## config.mk

```make
export PLATFORM = sky130hd
export DESIGN_NAME = sar_adc_control
export DESIGN_NICKNAME = d
export VERILOG_FILES = /design/src/rtl/sar_adc_control.sv
export SDC_FILE = /design/constraint.sdc
export NUM_CORES = 1
export LEC_CHECK = 0
export BUFFER_PORTS_ARGS = -buffer_cell sky130_fd_sc_hd__buf_2
export CAP_MARGIN = 25
export CORE_MARGIN = 5
export CORE_UTILIZATION = 56
export DETAILED_ROUTE_END_ITERATION = 8
export PLACE_DENSITY = 0.74
export SETUP_SLACK_MARGIN = 0.02
export SKIP_LAST_GASP = 1
export SLEW_MARGIN = 20
export SYNTH_ARGS = -nofsm -noshare
export SYNTH_HDL_FRONTEND = slang
export SYNTH_SLANG_ARGS = --single-unit
```

## constraint.sdc

```tcl
create_clock -name clk -period 3.05 [get_ports clk]
set_clock_uncertainty 0.1 [all_clocks]
set_input_delay 0.1525 -clock clk [delete_from_list [all_inputs] [get_ports clk]]
set_output_delay 0.1525 -clock clk [all_outputs]
set_load 0.005 [all_outputs]
```

## src/rtl/sar_adc_control.sv

```systemverilog
`timescale 1ns/1ps
// sar_adc_control
// Successive-approximation ADC controller. Drives a trial code onto the R2R
// ladder (via dac_drive), reads the external comparator and binary-searches
// the input voltage down to a WIDTH-bit result.
//
// Optional feature macro: SAR_AVG4_EN
//   defined   -> one start runs 4 back-to-back conversions and reports their
//                truncated mean
//   undefined -> one conversion per start
//
// Ports:
//   clk       system clock (10 MHz nominal)
//   rst_n     asynchronous active-low reset
//   ena       block enable; low aborts any conversion
//   start     conversion request, honoured in IDLE only
//   cmp_in    asynchronous comparator output (1 = Vin above ladder)
//   dac_code  trial code to the ladder; holds the final code after completion
//   result    last completed conversion
//   valid     one-cycle pulse when result updates
//   busy      high while converting
module sar_adc_control #(
    parameter int WIDTH         = 8,
    parameter int SETTLE_CYCLES = 16   // legal 3..255
) (
    input  logic             clk,
    input  logic             rst_n,
    input  logic             ena,
    input  logic             start,
    input  logic             cmp_in,
    output logic [WIDTH-1:0] dac_code,
    output logic [WIDTH-1:0] result,
    output logic             valid,
    output logic             busy
);

    localparam int               IW         = (WIDTH > 1) ? $clog2(WIDTH) : 1;
    localparam logic [7:0]       CNT_RELOAD = 8'(SETTLE_CYCLES - 1);
    localparam logic [IW-1:0]    TOP_IDX    = IW'(WIDTH - 1);
    localparam logic [WIDTH-1:0] MSB_ONLY   = WIDTH'(1) << (WIDTH - 1);

    typedef enum logic {IDLE, SETTLE} state_t;

    state_t           state, state_nxt;
    logic [IW-1:0]    bit_idx, idx_nxt, idx_dn;
    logic [7:0]       cnt, cnt_nxt;
    logic [WIDTH-1:0] dac_nxt, result_nxt, code_dec;
    logic             valid_nxt, busy_nxt;
    logic             cmp_meta, cmp_s;

`ifdef SAR_AVG4_EN
    localparam int AW = WIDTH + 2;
    logic [AW-1:0] acc, acc_nxt, acc_sum;
    logic [1:0]    conv, conv_nxt;
`endif

    // Comparator is asynchronous to clk; SETTLE_CYCLES >= 3 leaves room for
    // the ladder change plus these two flops before the decision edge.
    always_ff @(posedge clk or negedge rst_n) begin
        if (!rst_n) begin
            cmp_meta <= 1'b0;
            cmp_s    <= 1'b0;
        end else begin
            cmp_meta <= cmp_in;
            cmp_s    <= cmp_meta;
        end
    end

    always_ff @(posedge clk or negedge rst_n) begin
        if (!rst_n) begin
            state    <= IDLE;
            dac_code <= '0;
            result   <= '0;
            valid    <= 1'b0;
            busy     <= 1'b0;
            bit_idx  <= '0;
            cnt      <= '0;
`ifdef SAR_AVG4_EN
            acc      <= '0;
            conv     <= '0;
`endif
        end else begin
            state    <= state_nxt;
            dac_code <= dac_nxt;
            result   <= result_nxt;
            valid    <= valid_nxt;
            busy     <= busy_nxt;
            bit_idx  <= idx_nxt;
            cnt      <= cnt_nxt;
`ifdef SAR_AVG4_EN
            acc      <= acc_nxt;
            conv     <= conv_nxt;
`endif
        end
    end

    always_comb begin
        state_nxt  = state;
        dac_nxt    = dac_code;
        result_nxt = result;
        valid_nxt  = 1'b0;
        busy_nxt   = busy;
        idx_nxt    = bit_idx;
        cnt_nxt    = cnt;
        idx_dn     = bit_idx - IW'(1);
        // Current code with the bit under test resolved: keep it only when
        // the input is above the ladder.
        code_dec          = dac_code;
        code_dec[bit_idx] = cmp_s;
`ifdef SAR_AVG4_EN
        acc_nxt  = acc;
        conv_nxt = conv;
        acc_sum  = acc + AW'(code_dec);
`endif

        if (!ena) begin
            // Abort: dac_code keeps its partial value, result untouched.
            state_nxt = IDLE;
            busy_nxt  = 1'b0;
`ifdef SAR_AVG4_EN
            acc_nxt   = '0;
            conv_nxt  = '0;
`endif
        end else begin
            case (state)
                IDLE: begin
                    if (start) begin
                        dac_nxt   = MSB_ONLY;
                        idx_nxt   = TOP_IDX;
                        cnt_nxt   = CNT_RELOAD;
                        busy_nxt  = 1'b1;
                        state_nxt = SETTLE;
`ifdef SAR_AVG4_EN
                        acc_nxt   = '0;
                        conv_nxt  = '0;
`endif
                    end
                end
                SETTLE: begin
                    if (cnt != 8'd0) begin
                        cnt_nxt = cnt - 8'd1;
                    end else if (bit_idx != '0) begin
                        dac_nxt         = code_dec;
                        dac_nxt[idx_dn] = 1'b1;
                        idx_nxt         = idx_dn;
                        cnt_nxt         = CNT_RELOAD;
                    end else begin
`ifdef SAR_AVG4_EN
                        if (conv == 2'd3) begin
                            dac_nxt    = code_dec;
                            result_nxt = acc_sum[AW-1:2];
                            valid_nxt  = 1'b1;
                            busy_nxt   = 1'b0;
                            state_nxt  = IDLE;
                            acc_nxt    = acc_sum;
                        end else begin
                            // Next conversion restarts on this same edge.
                            acc_nxt  = acc_sum;
                            conv_nxt = conv + 2'd1;
                            dac_nxt  = MSB_ONLY;
                            idx_nxt  = TOP_IDX;
                            cnt_nxt  = CNT_RELOAD;
                        end
`else
                        dac_nxt    = code_dec;
                        result_nxt = code_dec;
                        valid_nxt  = 1'b1;
                        busy_nxt   = 1'b0;
                        state_nxt  = IDLE;
`endif
                    end
                end
                default: state_nxt = IDLE;
            endcase
        end
    end

endmodule

```

Word-level counts from Yosys, hierarchy flattened:

Cells that the tools add are included.

* output and inout bits: 18
* flip-flop bits (word level): 32
* word-level logic and storage cells: 66

* equality and inequality tests: 7
* $lt $le $gt $ge: 4
* reductions and logical operators: 9
* bitwise logic cells: 4
* add/subtract/negate cells: 2
* muxes and demuxes: 31

Operators with widths (number)
* 8-bit two-way mux: 6
* 8-bit one-hot mux with 2 select lines: 2
* 1-bit two-way mux: 14
* 3-bit two-way mux: 3
* 3-bit != test (second input constant): 3
* 3-bit AND reduction: 3
* 8-bit bitwise mux: 1
* 3-bit by 4-bit less-than comparator with 1-bit output (second input constant): 2
* 8-bit OR: 1
* 4-bit AND reduction: 2
* 8-bit nonzero test: 1
* 8-bit by 1-bit subtractor with 8-bit output (second input constant): 1
* 1-bit demux with 3-bit select: 2
* 3-bit by 1-bit >= comparator with 1-bit output (second input constant): 2
* 3-bit one-hot mux with 2 select lines: 1
* 2-bit != test (second input constant): 2
* 1-bit one-hot mux with 2 select lines: 2
* 3-bit by 1-bit != test with 1-bit output (second input constant): 1
* 1-bit inverter: 3
* 3-bit nonzero test: 1
* 3-bit by 1-bit subtractor with 3-bit output (second input constant): 1
* 1-bit logical AND: 2
* 2-bit by 1-bit != test with 1-bit output (second input constant): 1

Longest topological paths before layout:

Gate-level depths: netlist of the first run.

* depth after elaboration: 9
* depth in mapped cells: 8
* depth with buffers taken out: 6

Worst setup path before layout of the first run:

OpenSTA, ideal clock, no wires.

* path type: register to register
* start point: register bit_idx[0]
* end point: register cnt[5]
* buffers on the path: 1
* arrival: 1.904 ns
* slack: 0.919 ns
* data required time: 2.823 ns
* stages on the path, launching flop included: 8
* cell sequence: dfrtp_1 -> clkbuf_1 -> inv_1 -> ha_1 -> and3b_1 -> a31oi_1 -> a21boi_0 -> mux2i_1

* cells in the longest elaborated chain, start to end: 3

RTL lines
* start, declared: line 45 `logic [IW-1:0] bit_idx, idx_nxt, idx_dn;`
* start signal, assigned: line 88 `bit_idx <= idx_nxt;`
* 3-bit nonzero test: line 142 `end else if (bit_idx != '0) begin`
* 3-bit by 1-bit != test with 1-bit output (no source line)
* 3-bit AND reduction (no source line)
* end signal, assigned: line 89 `cnt <= cnt_nxt;`
* end, declared: line 46 `logic [7:0] cnt, cnt_nxt;`

Every way passes these cells.
A chain may end at the register's enable or synchronous reset.

Worst setup path in the final report of the first run:

* start point: register cnt[1]
* end point: register dac_code[2]

* cells in the longest elaborated chain, start to end: 3

RTL lines
* 8-bit nonzero test: line 140 `if (cnt != 8'd0) begin`
* 2-bit != test (no source line)
* 3-bit AND reduction (no source line)
* end signal, assigned: line 84 `dac_code <= dac_nxt;`
* end, declared: line 31 `output logic [WIDTH-1:0] dac_code,`

Every way passes these cells.

==> run_results.csv, run 1 <==
group,metric,value,unit
die,start_util,0.5902,
cells_and_area,num_antenna_cells,0,
logic_synthesis,ys_top_cells_by_area,"dfrtp_1 (49%), mux2i_1 (6.7%), a22o_1 (4.8%)",
logic_synthesis,yosys_warnings,0,
worst_setup_path,start_kind,"register",
pwr,pwr-share-comb,0.129,
global_routing,grtUsageTotal,0.1822,
die,die_w,64.14,um
drt,ant_nets,0,
worst_setup_path,critPathArrivalTime,2.58,ns
worst_setup_path,timing.critical_path.to,"dac_code[2]",
logic_synthesis,syn-mean-instance-area,10.39,um^2
pwr,intPower,0.6649,mW
drt,wirelength,3.394,mm
cells_and_area,area_growth_syn_to_layout,14.56,%
outcome,outcome,"completed",
logic_synthesis,synth_seq_cells,32,
global_routing,antenna_found_initial,0,
die,pin_count,23,
timing,finalSetupViolCount,0,
drt,vias,1304,
global_routing,grt_pass1_wl,5.940,mm
pwr,power_frac_seq,0.524,
logic_synthesis,synth_top_area_cell,"dfrtp_1",
drt,drc,0,
place,gp_congestion,0.8390,
timing,slew_violations,0,
timing,worst_slew_pin_slew,0.6931,ns
cells_and_area,seqCellArea,800.8,um^2
logic_synthesis,synthCells,158,
clocking,clk_path_buf_depth,2,
worst_setup_path,crit_chain,"inv_1 > ha_1 > or3b_1 > nor3_2 > nor2_1 > a22o_1",
logic_synthesis,syn-num-nets,166,
die,dieArea,4114,um^2
flow_run,drv_cap,0,
clocking,post_cts_resized,0,
place,placed_cells,206,
clocking,numClockSinks,32,
clocking,root_buffer,"clkbuf_4",
worst_setup_path,cp_max_fo,11,
worst_setup_path,path_buf_inv,1,
die,core,2781,um^2
cells_and_area,nets,193,
drt,wl_per_cell,15.64,um
worst_setup_path,reg2reg_to,"dac_code[2]",
cells_and_area,multi_input_area,783.3,um^2
worst_setup_path,r2r_slack,0.60,ns
place,place_hpwl,2.439,mm
cells_and_area,fillers,219,
drt,first_iter_violations,68,
clocking,path_clk_slew,0.10,ns
timing,hold_viol_final,0,
worst_setup_path,endpoint_kind,"register",
worst_setup_path,slowest_delay,0.57,ns
logic_synthesis,async_flop_share,1.000,
clocking,numCtsBuffers,5,
cells_and_area,drive_gt1_frac,0.2312,
cells_and_area,fin_cells,217,
clocking,clk_latency,0.34,ns
pwr,power.density,491.0,nW/um^2
cells_and_area,design_area,1881,um^2
timing,min_period,2.449,ns
min_path,hp-class,"input port to register",
place,dpl-instance-area,1770,um^2
place,port_buffers,22,
worst_setup_path,cp_top_family,"simple AND/OR/NAND/NOR gates",
timing,max_slew_margin,0.5379,
logic_synthesis,ys.flop_type,"dfrtp_1",
pwr,switchingPower,0.2584,mW
worst_setup_path,crit_type,"register to register",
timing,tns,0,ns
global_routing,gr-total-overflow,0,
die,rows,19,
die,die_h,64.14,um
worst_setup_path,regToRegStartpoint,"cnt[1]",
clocking,cts_tree,"built",
clocking,htreeDepth,2,
worst_setup_path,required,3.18,ns
pwr,leakagePower,0.8968,nW
logic_synthesis,synth-seq-area-share,0.4878,
global_routing,grt_max_degree,33,
logic_synthesis,yosysUniqueCellTypes,35,
global_routing,grt_pass1_vias,1289,
pwr,pwr-share-clk,0.347,
logic_synthesis,synth_edf_count,0,
worst_setup_path,critPathLaunch,"cnt[1]",
logic_synthesis,yosys.area.top_type_share,0.4878,
pwr,swShare,0.2798,
timing,finalCritPeriodShare,0.8028,
pwr,ir_worst_vdd,0.4705,mV
worst_setup_path,critical-path-slowest-cell,"nor3_2",
timing,rsz0062_at_grt,"false",
timing,fmax,408.4,MHz
drt,viasPerCell,6.009,
worst_setup_path,crit_cells,6,
logic_synthesis,netlist_area,1642,um^2
drt,first_pass_iters,4,
worst_setup_path,ff2ff_path_depth,6,
min_path,whs_path_depth,3,
-- flip-flops by register name, indices dropped and copies added (netlist names) --
register and count:
bit_idx 3, busy 1, cmp_meta 1, cmp_s 1, cnt 8, dac_code 8, result 8, state 1
valid 1
-- Yosys cell counts (3+ instances only) --
cell and number:
nand3b_1 3, a22o_1 9, mux2i_1 11, nand2b_1 3
nor2_1 13, mux2_2 3, inv_1 6, nor3_1 3
a21oi_2 4, a31oi_1 7, ha_1 3, clkbuf_1 5
dfrtp_1 32, a21oi_1 7, o21ai_0 9, nand3_1 5
nand2_1 11, nor3b_1 4
-- worst min-delay path by stage --
| stage | start | to | slack [ns] |
|---|---|---|---|
| after CTS | start | busy | 0.03 |
| after global placement | rst_n | result[2] | 0.12 |
| after floorplan | rst_n | bit_idx[0] | -0.24 |
| after global routing | start | busy | 0.06 |
| final | start | busy | 0.05 |
| after detailed placement | rst_n | result[3] | 0.14 |
-- final cells by class --
type,count,share of cell area
Sequential cell,32,0.4258
Multi-Input combinational cell,113,0.4165
Timing Repair Buffer,27,0.08250
Clock inverter,3,0.02262
Tap cell,31,0.02063
Clock buffer,5,0.01996
Inverter,6,0.01198
-- power groups by stage --
stage                     combinational, mW  sequential (mW)  clock [mW]
after global routing                  0.135            0.489       0.354
final                                 0.119            0.484       0.321
after detailed placement              0.117            0.491           0
after global placement                0.113            0.489           0
after floorplan                       0.101            0.468           0
after CTS                             0.120            0.483       0.331
-- tightest hold or removal path, stage by stage --
cell and delay, ns:
buf_2 0.11, o21bai_1 0.11, a21boi_0 0.08
-- cells by family (layout without fill, tap and decap cells) --
logic type,count (synthesis),count (layout),synth area share
AND/OR/NAND/NOR,49,49,0.1707
flip-flops,32,32,0.4878
AO/OA/AOI/OAI,46,46,0.1905
adder cells (fa/ha/maj),3,3,0.02287
XOR/XNOR,1,1,0.005336
buffers and inverters,13,41,0.03506
multiplexers,14,14,0.08765
-- placed cells by master, fill, tap and decap left out, types with 4 or more instances in the layout --
cell type	netlist	layout
nand3_1	5	5
a22o_1	9	9
dfrtp_1	32	32
o21ai_0	9	9
a21oi_2	4	4
nor2_1	13	13
clkbuf_4	0	5
a21oi_1	7	7
mux2i_1	11	11
nor3b_1	4	4
inv_1	6	6
nand2_1	11	11
a31oi_1	7	7
buf_2	1	22
-- layer usage --
layer,share of wire,track usage,wire length [um],up-vias
met1,0.43,0.2072,1470,627
met4,0.014,0.09160,46,0
met2,0.50,0.3141,1703,28
met3,0.051,0.04729,173,5
met5,0,0,0,-
li1,-,-,-,644
-- timing repair --
action / 4_1_cts / 5_1_grt
hold buffers: 3 / 0
setup buffers: 0 / 0
endpoints found under the hold margin: 34 / 0
-- metrics by stage --
| stage | hold slack (ns) | util | setup WS (ns) | total power [mW] |
|---|---|---|---|---|
| finish | 0.04912 | 0.6761 | 0.6015 | 0.9233 |
| global route | 0.06092 | 0.6761 | 0.4312 | 0.9773 |
| CTS | 0.03041 | 0.6761 | 0.5936 | 0.9346 |
| detailed placement | 0.1355 | 0.6365 | 0.6207 | 0.6085 |
| global placement | 0.1236 | 0.6365 | 0.7001 | 0.6024 |
| floorplan | -0.2431 | - | 0.9186 | 0.5691 |
(Power assumes the default switching activity.)
==> inputs of run 2 (changes only) <==
- CORE_UTILIZATION: 56 -> 50
- PLACE_DENSITY: 0.74 -> 0.7
- clock period: 3.05 -> 2 ns (I/O delays scaled with it)
==> run_results.csv, run 2 (same netlist as run 1, synthesis figures left out) <==
group,metric,value,unit
timing,layout_setup_ws,-0.0007305,ns
place,place_hpwl,2.738,mm
cells_and_area,area_growth_syn_to_layout,27.36,%
pwr,ir_worst_vdd,0.4650,mV
clocking,root_buffer,"clkbuf_4",
worst_setup_path,critPathArrivalTime,2.11,ns
drt,drc,0,
worst_setup_path,crit_chain,"inv_1 > ha_2 > or3b_4 > nor4_4 > buf_6 > mux2_4",
die,die_h,67.30,um
place,place_ws,-0.03007,ns
clocking,clk_latency,0.32,ns
die,start_util,0.5290,
clocking,numClockSinks,32,
cells_and_area,nets,214,
die,die_w,67.30,um
cells_and_area,layout_common_cells,"dfrtp_1 (32), buf_2 (23), buf_4 (19)",
worst_setup_path,timing.critical_path.to,"result[7]",
worst_setup_path,cp_max_fo,6,
global_routing,antenna_found_initial,0,
timing,max_slew_margin,0.5338,
clocking,numCtsBuffers,5,
drt,wl_per_cell,16.10,um
cells_and_area,reg_top3,"cnt (8), dac_code (8), result (8)",
place,dpl-instance-area,1893,um^2
global_routing,grt_max_degree,33,
drt,first_iter_violations,118,
die,core,3103,um^2
die,dieArea,4529,um^2
place,placed_cells,232,
drt,first_pass_iters,4,
global_routing,grt_pass1_wl,6.693,mm
worst_setup_path,critical-path-slowest-cell,"or3b_4",
die,pin_count,23,
pwr,power.density,628.4,nW/um^2
timing,fmax,499.8,MHz
clocking,htreeDepth,2,
worst_setup_path,endpoint_kind,"register",
global_routing,gr-total-overflow,0,
cells_and_area,drive_gt1_frac,0.3398,
timing,finalSetupViolCount,2,
clocking,clk_path_buf_depth,2,
outcome,outcome,"complete, but fails checks",
timing,hold_viol_final,0,
drt,wirelength,4.025,mm
cells_and_area,num_antenna_cells,0,
worst_setup_path,start_kind,"register",
worst_setup_path,required,2.11,ns
worst_setup_path,r2r_slack,-0.0007,ns
timing,min_period,2.001,ns
timing,slew_violations,0,
place,gp_congestion,0.9162,
timing,tns,-0.001211,ns
worst_setup_path,regToRegStartpoint,"cnt[0]",
cells_and_area,fin_cells,250,
pwr,finalPower,1.314,mW
drt,viasPerCell,5.820,
clocking,path_clk_slew,0.09,ns
timing,rsz0062_at_grt,"true",
timing,finalCritPeriodShare,1.000,
timing,worst_slew_pin_slew,0.6992,ns
worst_setup_path,slowest_delay,0.42,ns
min_path,hp-class,"input port to register",
worst_setup_path,crit_type,"register to register",
die,rows,20,
worst_setup_path,critPathLaunch,"cnt[0]",
flow_run,drv_cap,0,
place,port_buffers,22,
cells_and_area,design_area,2091,um^2
global_routing,grtUsageTotal,0.1975,
global_routing,grt_pass1_vias,1409,
clocking,cts_tree,"built",
drt,vias,1455,
worst_setup_path,reg2reg_to,"result[7]",
pwr,leakagePower,1.014,nW
outcome,violations,"negative setup slack",
cells_and_area,layout_commonest_cell,"dfrtp_1",
drt,ant_nets,0,
worst_setup_path,ff2ff_path_depth,6,
[run 2: changes by cell type in the layout (fill, tap and decap cells not counted), sizes merged]
cell / previous run / this run
clkbuf: 5 / 6
bufinv: 1 / 0
clkinvlp: 1 / 0
buf: 24 / 45
[run 2: per-layer routing]
layer	vias up	wire, um	global-route usage
met4	0	60	0.06582
met5	-	0	0
met3	9	199	0.03993
met1	731	1838	0.2688
met2	41	1926	0.3141
li1	674	-	-
[run 2: where the power goes]
part           leakage, nW  switching, mW  internal (mW)
combinational        0.582          0.169          0.120
sequential           0.405         0.0210          0.675
clock               0.0281          0.199          0.129
[run 2: repair_timing]
| action | CTS | global route |
|---|---|---|
| setup endpoints to repair | 12 | 27 |
| cloned | 1 | 0 |
| hold buffers | 3 | 0 |
| buffers inserted | 3 | 4 |
| resized for setup | 6 | 9 |
| hold endpoints to repair | 35 | 0 |
| pin swaps | 2 | 3 |
[run 2: cell type report]
| class | count | area, um^2 |
|---|---|---|
| Sequential cell | 32 | 800.8 |
| Timing Repair Buffer | 48 | 321.6 |
| Fill cell | 262 | 1012 |
| Clock buffer | 6 | 41.29 |
| Clock inverter | 1 | 5.005 |
| Multi-Input combinational cell | 113 | 844.6 |
| Tap cell | 44 | 55.05 |
| Inverter | 6 | 22.52 |
[run 2: worst max-delay path, delay by kind of cell (launching register included)]
kind / cells / cell delay (ns)
and+or+nand+nor: 2 / 0.71
DFF: 1 / 0.38
muxes: 1 / 0.30
buffers and inverters: 2 / 0.24
adders and majority gates: 1 / 0.17
[run 2: worst min-delay path by stage]
stage          slack [ns]    endpoint  depth (start not counted)  start
2_1_floorplan       -0.30  bit_idx[0]                          0  rst_n
3_3_place_gp         0.08    cmp_meta                          1  rst_n
3_5_place_dp         0.09    cmp_meta                          1  rst_n
4_1_cts              0.05        busy                          3  start
5_1_grt              0.05        busy                          3  start
6_report             0.07        busy                          3  start
[run 2: per-stage QoR]
step,hold slack [ns],util
4_1_cts,0.04934,0.6504
6_report,0.06912,0.6738
2_1_floorplan,-0.2956,-
3_5_place_dp,0.09022,0.6101
3_3_place_gp,0.07515,0.6101
5_1_grt,0.05373,0.6738
==> inputs of run 3 (changes only) <==
--- a/config.mk
+++ b/config.mk
@@ -12,4 +12,5 @@
 export DETAILED_ROUTE_END_ITERATION = 8
 export PLACE_DENSITY = 0.7
+export REMOVE_ABC_BUFFERS = 1
 export SETUP_SLACK_MARGIN = 0.02
 export SKIP_LAST_GASP = 1
==> constraint.sdc (replaced) <==
create_clock -name clk -period 2 [get_ports clk]
set_clock_uncertainty 0.1 [all_clocks]
set_input_delay 0.1 -clock clk [delete_from_list [all_inputs] [get_ports clk]]
set_output_delay 0.1 -clock clk [all_outputs]
set_load 0.02 [all_outputs]
==> run_results.csv, run 3 (same netlist as run 1, synthesis figures left out) <==
group,metric,value,unit
outcome,outcome,"complete, but fails checks",
outcome,violations,"negative setup slack",
place,dpl-instance-area,1892,um^2
global_routing,grt_max_degree,33,
min_path,hp-class,"input port to asynchronous set/reset pin",
clocking,cts_tree,"built",
timing,fmax,489.6,MHz
cells_and_area,reg_top3,"cnt (8), dac_code (8), result (8)",
clocking,root_buffer,"clkbuf_4",
die,die_h,67.30,um
worst_setup_path,critPathArrivalTime,2.16,ns
worst_setup_path,reg2reg_to,"result[5]",
die,rows,20,
flow_run,drv_cap,0,
clocking,htreeDepth,2,
timing,max_slew_margin,0.5277,
worst_setup_path,required,2.12,ns
global_routing,grtUsageTotal,0.1877,
die,dieArea,4529,um^2
die,die_w,67.30,um
pwr,ir_worst_vdd,0.4382,mV
cells_and_area,drive_gt1_frac,0.3122,
drt,viasPerCell,5.659,
clocking,numClockSinks,32,
timing,hold_viol_final,0,
worst_setup_path,regToRegStartpoint,"cnt[1]",
worst_setup_path,start_kind,"register",
drt,wl_per_cell,15.25,um
timing,holdWs,0.2313,ns
die,start_util,0.5290,
place,place_ws,-0.08621,ns
worst_setup_path,cp_max_fo,3,
timing,rsz0062_at_grt,"true",
cells_and_area,design_area,2092,um^2
worst_setup_path,crit_type,"register to register",
pwr,power.density,736.9,nW/um^2
clocking,numCtsBuffers,5,
global_routing,grt_pass1_vias,1394,
clocking,path_clk_slew,0.12,ns
timing,slew_violations,0,
place,gp_congestion,0.8449,
drt,ant_nets,0,
worst_setup_path,ff2ff_path_depth,6,
worst_setup_path,slowest_delay,0.41,ns
pwr,leakagePower,1.006,nW
global_routing,gr-total-overflow,0,
worst_setup_path,endpoint_kind,"register",
timing,finalSetupViolCount,3,
worst_setup_path,r2r_slack,-0.04,ns
cells_and_area,area_growth_syn_to_layout,27.44,%
timing,layout_setup_ws,-0.04250,ns
cells_and_area,num_antenna_cells,0,
clocking,clk_latency,0.35,ns
cells_and_area,layout_commonest_cell,"dfrtp_1",
drt,first_iter_violations,110,
die,pin_count,23,
clocking,clk_path_buf_depth,2,
place,place_hpwl,2.691,mm
worst_setup_path,critical-path-slowest-cell,"or3b_4",
timing,min_period,2.042,ns
timing,finalCritPeriodShare,1.021,
worst_setup_path,crit_chain,"inv_1 > ha_1 > or3b_4 > nor4_4 > buf_4 > mux2_4",
timing,worst_slew_pin_slew,0.7085,ns
drt,first_pass_iters,4,
drt,wirelength,3.798,mm
cells_and_area,layout_common_cells,"dfrtp_1 (32), buf_2 (22), buf_4 (19), nor2_1 (12)",
drt,vias,1409,
die,core,3103,um^2
place,port_buffers,22,
global_routing,antenna_found_initial,0,
cells_and_area,nets,212,
drt,drc,0,
global_routing,grt_pass1_wl,6.389,mm
==> run 3: metal layers <==
metal / global-route usage / vias to the layer above / share of wire
met4: 0.07089 / 0 / 0.013
met5: 0 / - / 0
met1: 0.2110 / 702 / 0.42
met2: 0.3337 / 27 / 0.53
met3: 0.05491 / 5 / 0.042
li1: - / 675 / -
==> run 3: per-stage QoR <==
stage / utilization / power [mW] / setup TNS (ns) / instances
after floorplan: - / 0.8641 / -2.400 / 151
after global placement: 0.6097 / 0.9564 / 0 / 233
after detailed placement: 0.6097 / 0.9667 / -0.2151 / 233
after CTS: 0.6585 / 1.532 / 0 / 246
after global routing: 0.6742 / 1.623 / -0.3826 / 249
final: 0.6742 / 1.542 / -0.1146 / 249
==> run 3: where the power goes <==
| part | internal [mW] | leakage, nW | switching (mW) | total [mW] |
|---|---|---|---|---|
| clock network | 0.332 | 0.0515 | 0.230 | 0.562 |
| registers | 0.675 | 0.405 | 0.0209 | 0.696 |
| logic | 0.123 | 0.550 | 0.161 | 0.284 |
| total | 1.13 | 1.01 | 0.412 | 1.54 |
==> run 3: area by class of cell <==
cell class / count / area [um^2]
Inverter: 6 / 22.52
Timing Repair Buffer: 46 / 304.0
Fill cell: 292 / 1011
Clock buffer: 7 / 65.06
Clock inverter: 1 / 30.03
Sequential cell: 32 / 800.8
Multi-Input combinational cell: 113 / 814.5
Tap cell: 44 / 55.05
==> run 3: how the worst max path moves through the flow <==
stage | startpoint | end | slack (ns) | cells past startpoint
global placement | cnt[0] | cnt[5] | 0.02 | 7
CTS | cnt[1] | result[4] | 0.03 | 5
floorplan | cnt[0] | result[4] | -0.30 | 5
detailed placement | cnt[1] | cnt[5] | -0.09 | 7
finish | cnt[1] | result[5] | -0.04 | 6
global route | cnt[1] | result[4] | -0.10 | 6
==> run 3: what timing repair did <==
| item | CTS | global route |
|---|---|---|
| endpoints found under the setup margin | 12 | 18 |
| gates resized for setup | 2 | 6 |
| pin swaps | 1 | 1 |
| endpoints found under the hold margin | 35 | 0 |
| setup buffers | 1 | 3 |
| hold buffers | 4 | 0 |
==> run 3: worst max-delay path, delay by kind of cell (launching register included) <==
family                     cells  cell delay, ns
buffers and inverters          2            0.26
muxes                          1            0.31
DFF                            1            0.40
and+or+nand+nor                2            0.73
adders and majority gates      1            0.14
